## config.mk

```make
export PLATFORM = sky130hd
export DESIGN_NAME = change_dispenser
export DESIGN_NICKNAME = d
export VERILOG_FILES = /design/src/rtl/vend_pkg.sv /design/src/rtl/hs_wait_timer.sv /design/src/rtl/change_dispenser.sv
export SDC_FILE = /design/constraint.sdc
export NUM_CORES = 1
export LEC_CHECK = 0
export BUFFER_PORTS_ARGS = -buffer_cell sky130_fd_sc_hd__clkbuf_2
export CELL_PAD_IN_SITES_DETAIL_PLACEMENT = 1
export CELL_PAD_IN_SITES_GLOBAL_PLACEMENT = 2
export CORE_MARGIN = 1.5
export CORE_UTILIZATION = 36
export CTS_BUF_LIST = sky130_fd_sc_hd__clkbuf_8
export DETAILED_ROUTE_END_ITERATION = 10
export GPL_TIMING_DRIVEN = 0
export PLACE_DENSITY_LB_ADDON = 0.1
export SETUP_SLACK_MARGIN = 0.4
export SYNTH_ARGS = -nofsm -noshare
export SYNTH_HDL_FRONTEND = slang
export SYNTH_SLANG_ARGS = --single-unit
```

## constraint.sdc

```tcl
create_clock -name clk -period 3.3 [get_ports clk]
set_input_delay 0.495 -clock clk [delete_from_list [all_inputs] [get_ports clk]]
set_output_delay 0.495 -clock clk [all_outputs]
set_load 0.05 [all_outputs]
```

## src/rtl/vend_pkg.sv

```systemverilog
// Shared types and constants for the soda-machine change dispenser.
package vend_pkg;

  // Dispenser sequencer states.
  typedef enum logic [2:0] {
    S_IDLE,
    S_VEND,
    S_VEND_REL,
    S_NICK,
    S_NICK_REL,
    S_DIME,
    S_DIME_REL,
    S_FAULT
  } state_t;

  // Coin values in cents.
  localparam int NICKEL = 5;
  localparam int DIME   = 10;

  // A single command needs at most two coins of one kind.
  localparam int NEED_W = 2;
  typedef logic [NEED_W-1:0] need_t;

  // Cents represented by a pair of pending coin needs.
  function automatic int change_cents(need_t n, need_t d);
    return int'(n) * NICKEL + int'(d) * DIME;
  endfunction

  // True in states that wait on an actuator handshake.
  function automatic logic is_handshake(state_t s);
    return (s != S_IDLE) && (s != S_FAULT);
  endfunction

endpackage

```

## src/rtl/hs_wait_timer.sv

```systemverilog
// Handshake wait timer: counts cycles spent waiting in one state and flags
// the cycle on which the count would reach TMO.
module hs_wait_timer #(
  parameter int TMO = 255
) (
  input  logic clk,
  input  logic rst_n,
  input  logic clr,
  input  logic en,
  output logic expired
);

  // The count only needs to hold 0..TMO-1; the TMO-th cycle is the expiry.
  localparam int CW = (TMO < 2) ? 1 : $clog2(TMO);

  logic [CW-1:0] cnt;

  // Wait counter: cleared on any state change, advanced while waiting.
  always_ff @(posedge clk or negedge rst_n) begin
    if (!rst_n) begin
      cnt <= '0;
    end else if (clr) begin
      cnt <= '0;
    end else if (en) begin
      cnt <= cnt + 1'b1;
    end
  end

  assign expired = en && (cnt == CW'(TMO - 1));

endmodule

```

## src/rtl/change_dispenser.sv

```systemverilog
// Change dispenser: serialises vend / nickel / dime actuator handshakes for
// one captured command, tracks coin inventory and latches fault conditions.
//
// Handshake: each actuator uses four-phase req/ack. req rises on entry to the
// operate state and stays high until ack is sampled high; req is then low and
// the block waits for ack to be sampled low before moving on. Only one req is
// ever high at a time.
module change_dispenser
  import vend_pkg::*;
#(
  parameter int INV_W     = 8,
  parameter int NICK_INIT = 20,
  parameter int DIME_INIT = 20,
  parameter int TMO       = 255
) (
  input  logic             clk,
  input  logic             rst_n,
  input  logic             dis,
  input  logic             oN,
  input  logic             oD,
  input  logic             o2D,
  output logic             vend_req,
  input  logic             vend_ack,
  output logic             nick_req,
  input  logic             nick_ack,
  output logic             dime_req,
  input  logic             dime_ack,
  input  logic             refill,
  input  logic [INV_W-1:0] refill_n,
  input  logic [INV_W-1:0] refill_d,
  input  logic             clr_fault,
  output logic             busy,
  output logic             exact_change,
  output logic             fault,
  output logic             overrun,
  output logic             short_chg,
  output state_t           state_dbg,
  output logic [INV_W-1:0] nick_cnt,
  output logic [INV_W-1:0] dime_cnt
);

  state_t state, next_state;
  need_t  need_n, need_d;
  need_t  req_d, cap_n, cap_d;
  logic   cap_short;
  logic   expired;
  logic   capture;

  assign capture = (state == S_IDLE) && dis;

  hs_wait_timer #(.TMO(TMO)) u_timer (
    .clk     (clk),
    .rst_n   (rst_n),
    .clr     (next_state != state),
    .en      (is_handshake(state)),
    .expired (expired)
  );

  // Clamp the requested coins to what the inventory can actually serve.
  always_comb begin
    req_d     = o2D ? 2'd2 : (oD ? 2'd1 : 2'd0);
    cap_n     = {1'b0, (oN && (nick_cnt != '0))};
    cap_d     = req_d;
    cap_short = oN && (nick_cnt == '0);
    if (INV_W'(req_d) > dime_cnt) begin
      cap_d     = dime_cnt[1:0];
      cap_short = 1'b1;
    end
  end

  // State register.
  always_ff @(posedge clk or negedge rst_n) begin
    if (!rst_n) state <= S_IDLE;
    else        state <= next_state;
  end

  // Next-state decode; an ack wins over a same-cycle timeout.
  always_comb begin
    next_state = state;
    case (state)
      S_IDLE:     if (dis) next_state = S_VEND;
      S_VEND:     if (vend_ack) next_state = S_VEND_REL;
                  else if (expired) next_state = S_FAULT;
      S_VEND_REL: if (!vend_ack) begin
                    if (need_n != '0)      next_state = S_NICK;
                    else if (need_d != '0) next_state = S_DIME;
                    else                   next_state = S_IDLE;
                  end else if (expired) next_state = S_FAULT;
      S_NICK:     if (nick_ack) next_state = S_NICK_REL;
                  else if (expired) next_state = S_FAULT;
      S_NICK_REL: if (!nick_ack) next_state = (need_d != '0) ? S_DIME : S_IDLE;
                  else if (expired) next_state = S_FAULT;
      S_DIME:     if (dime_ack) next_state = S_DIME_REL;
                  else if (expired) next_state = S_FAULT;
      S_DIME_REL: if (!dime_ack) next_state = (need_d != '0) ? S_DIME : S_IDLE;
                  else if (expired) next_state = S_FAULT;
      S_FAULT:    if (clr_fault) next_state = S_IDLE;
      default:    next_state = S_IDLE;
    endcase
  end

  // Registered actuator requests and fault flag, decoded from the next state.
  always_ff @(posedge clk or negedge rst_n) begin
    if (!rst_n) begin
      vend_req <= 1'b0;
      nick_req <= 1'b0;
      dime_req <= 1'b0;
      fault    <= 1'b0;
    end else begin
      vend_req <= (next_state == S_VEND);
      nick_req <= (next_state == S_NICK);
      dime_req <= (next_state == S_DIME);
      fault    <= (next_state == S_FAULT);
    end
  end

  // Pending coin needs: loaded at capture, consumed on each ejector ack.
  always_ff @(posedge clk or negedge rst_n) begin
    if (!rst_n) begin
      need_n <= '0;
      need_d <= '0;
    end else if (next_state == S_FAULT) begin
      need_n <= '0;
      need_d <= '0;
    end else if (capture) begin
      need_n <= cap_n;
      need_d <= cap_d;
    end else begin
      if ((state == S_NICK) && nick_ack) need_n <= need_n - 1'b1;
      if ((state == S_DIME) && dime_ack) need_d <= need_d - 1'b1;
    end
  end

  // Coin inventory: refill only in an idle cycle without a command.
  always_ff @(posedge clk or negedge rst_n) begin
    if (!rst_n) begin
      nick_cnt <= INV_W'(NICK_INIT);
      dime_cnt <= INV_W'(DIME_INIT);
    end else if ((state == S_IDLE) && !dis && refill) begin
      nick_cnt <= refill_n;
      dime_cnt <= refill_d;
    end else begin
      if ((state == S_NICK) && nick_ack) nick_cnt <= nick_cnt - 1'b1;
      if ((state == S_DIME) && dime_ack) dime_cnt <= dime_cnt - 1'b1;
    end
  end

  // Sticky flags: cleared on fault exit, set by late commands or clamping.
  always_ff @(posedge clk or negedge rst_n) begin
    if (!rst_n) begin
      overrun   <= 1'b0;
      short_chg <= 1'b0;
    end else begin
      if ((state == S_FAULT) && clr_fault) begin
        overrun   <= 1'b0;
        short_chg <= 1'b0;
      end
      if (dis && (state != S_IDLE)) overrun <= 1'b1;
      if (capture && cap_short) short_chg <= 1'b1;
    end
  end

  assign busy         = (state != S_IDLE);
  assign exact_change = (nick_cnt == '0) || (dime_cnt < INV_W'(2));
  assign state_dbg    = state;

endmodule
```

==> run summary <==
Pwr Density = 1040 nW/um^2
synth unique cells = 61
initial core utilization = 37.7%
Std-Cell Rows = 29
status = complete, but fails checks
CP max FO = 6
vias in the first global route = 2285
fin crit share = 75.7%
Die Y = 85.2 um
max-slew violations = 0
RSZ-0062 raised after global routing = no
critical path launch point type = flop
Synth Cell Area = 2430 sq um
DP Area = 2790 sq um
Clk pin slew, worst setup/hold paths = 80 ps
router iterations before antenna repair = 7
RR Startpoint = need_d[0]$_DFFE_PN0P_
chip width = 85.2 um
Worst-Margin Slew = 961 ps
Min Clock Period, post-route = 2500 ps
initial antenna violation count = 0
R2R cell count = 9
worst setup margin = 803 ps
TNS Setup = 0 ps
max frequency = 401 MHz
Root Buffer = clkbuf_8
antenna viol nets, final = 0
Yosys warnings = 0
number of DRC markers in iteration 0 = 75
CTS Buf Count = 5
Hold WC Path Type = input pin to asynchronous set/reset pin
vias after detailed routing = 2175
GRT Overall Usage = 19.6%
Clock Path Buffers = 2
mux share of post-synthesis cell area = 1.23%
Layout area overhead = 17.7%
DIE AREA = 7260 sq um
pin count of the biggest net entering global routing = 38
static leakage = 1.31 nW
Final Setup Violations = 0
synthesized net count = 302
Max-Cap Viols = 0
Worst Path Required = 2800 ps
clock latency on the worst-skew pair = 290 ps
Synth Instances = 266
Layout fillers = 785
reg2reg setup slack = 880 ps
layout cell share with drive strength beyond 1 = 26.5%
Post-CTS Setup Inserts = 0
Worst slew margin = 35.9%
cts hold-fix bufs = 0
Crit. End Element = output pin
predominant post-synthesis flop cell = dfrtp_1
Post-Syn Area per Cell = 9.15 sq um
# port buffers = 51
register area share after synthesis = 38.3%
fin nets = 360
clk_skew = 9.22 ps
Async SR Flop Fraction = 100%
number of synthesized flops with an enable pin = 0
failing checks = design-rule violations
CTS tree = done
XOR/XNOR Fraction of Synth Area = 5.40%
Post-Synth Simple-Gate Area = 25.4%
Multi-input gate area = 1340 sq um
clk sinks = 37
largest family of logic cells by synthesized area = simple AND/OR/NAND/NOR gates
Post-CTS Resized = 0
diodes inserted = 0
complex-gate fraction of the synthesized area = 18.3%
drc violations = 3
Yosys reg bits = 37
I/O pin cnt = 54
RD Place Congestion = 0.811
post-DR vias/cell = 5.41
total routed wirelength = 6650 um
Sequential Area = 931 sq um
final hold viol count = 0
Final Instance Area = 2870 sq um
post-synthesis adder-cell area fraction = 4.63%
H-tree levels = 2
Max rail drop VDD = 0.459 mV
Avg WL per Cell = 16.5 um
RR Endpoint = need_d[0]$_DFFE_PN0P_
HPWL after DPL = 4960 um
WP data arrival = 2000 ps
Core ar. = 6460 sq um
first-pass GRT wire length = 11300 um
GRT overflow = 0
Setup WS pre-CTS = 940 ps
Setup CP Type = flop to output pin
[metrics by stage]
stage | instances | hold slack [ps] | utilization, % | total power, W
2_1_floorplan | 266 | 199 | - | 0.00224
3_3_place_gp | 394 | 487 | 43.1 | 0.00266
3_5_place_dp | 394 | 494 | 43.1 | 0.00269
4_1_cts | 402 | 370 | 44.4 | 0.00301
5_1_grt | 402 | 404 | 44.4 | 0.00321
6_report | 402 | 346 | 44.4 | 0.00298
[worst max-delay path by stage]
stage	startpoint	to	slack (ps)	cells past startpoint
after floorplan	dime_cnt[3]$_DFFE_PN0P_	exact_change	670	3
after global placement	need_d[0]$_DFFE_PN0P_	need_d[0]$_DFFE_PN0P_	970	9
after detailed placement	need_d[0]$_DFFE_PN0P_	need_d[0]$_DFFE_PN0P_	940	9
after CTS	dime_cnt[2]$_DFFE_PN1P_	exact_change	770	4
after global routing	dime_cnt[2]$_DFFE_PN1P_	exact_change	720	4
final	dime_cnt[2]$_DFFE_PN1P_	exact_change	800	4
[cell families after synthesis]
logic type | after synthesis
simple gates | 114
buf+inv | 31
flops | 37
xor+xnor | 15
mux | 3
fa+ha+maj | 9
compound gates | 57
[layout make-up]
type                            count  share of cell area [%]
Inverter                           16                    2.10
Sequential cell                    37                    32.5
Tap cell                           77                    3.36
Clock buffer                        5                    2.40
Multi-Input combinational cell    198                    46.7
Timing Repair Buffer               51                    8.91
Buffer                             15                    3.67
Clock inverter                      3                   0.393
[synth_stat cells, drive strengths merged (2+ instances only)]
cell / instances / area, sq um
a2111oi: 2 / 17.5
a211oi: 6 / 50.1
a21oi: 8 / 51.3
a221o: 5 / 50.1
a22o: 2 / 17.5
a31oi: 4 / 25.0
and2: 3 / 18.8
and3: 2 / 12.5
and3b: 2 / 17.5
and4: 2 / 17.5
buf: 12 / 92.6
clkbuf: 3 / 12.5
dfrtp: 33 / 826
dfstp: 4 / 105
ha: 9 / 113
inv: 16 / 60.1
mux2i: 3 / 30.0
nand2: 18 / 67.6
nand2b: 5 / 31.3
nand3: 8 / 40.0
nand4: 5 / 31.3
nand4b: 2 / 32.5
nor2: 39 / 149
nor2b: 2 / 12.5
nor3: 9 / 50.1
nor3b: 4 / 30.0
nor4: 6 / 43.8
nor4b: 2 / 17.5
o211ai: 5 / 42.5
o21ai: 12 / 60.1
o221ai: 2 / 23.8
o31ai: 3 / 36.3
or4: 2 / 15.0
xnor2: 10 / 87.6
xor2: 5 / 43.8
[report_power, final]
group	internal [W]	leakage (nW)	switching, W
sequential	0.000639	0.463	0.000170
combinational	0.000598	0.795	0.00127
clock	0.000141	0.0519	0.000163
total	0.00138	1.31	0.00160
[per-layer routing]
layer	track usage, %	routed length, um
met3	5.06	325
met5	0	0
met2	29.9	2960
met4	5.66	101
met1	27.6	3260
[flip-flops by register name, indices dropped and copies added (netlist names)]
name and count:
vend_req 1, u_timer.cnt 8, need_n 2, state_dbg 3, need_d 2, dime_req 1
nick_req 1, dime_cnt 8, overrun 1, nick_cnt 8, fault 1, short_chg 1
[cells in the final DEF, fill, tap and decap left out, types with 3 or more instances in the layout]
| cell type | count |
|---|---|
| nor3b_1 | 4 |
| xor2_1 | 5 |
| and2_1 | 3 |
| nand2_1 | 18 |
| o21ai_0 | 9 |
| mux2i_1 | 3 |
| nand3_1 | 8 |
| a21oi_1 | 7 |
| inv_1 | 18 |
| a211oi_1 | 5 |
| buf_4 | 4 |
| buf_2 | 5 |
| xnor2_1 | 10 |
| dfrtp_1 | 33 |
| a221o_1 | 5 |
| a31oi_1 | 4 |
| nor2_1 | 38 |
| nand2b_1 | 5 |
| clkbuf_2 | 52 |
| ha_1 | 9 |
| o21ai_1 | 3 |
| dfstp_2 | 4 |
| clkbuf_8 | 5 |
| nor3_1 | 8 |
| o211ai_1 | 4 |
| nand4_1 | 5 |
| nor4_1 | 5 |
[critical path: stages, from the launching register on]
cell	delay, ps
dfstp_2	410
or3_4	390
or4_1	450
o21ai_1	160
clkbuf_2	300
Note: power is estimated with default switching activity, not from simulation.
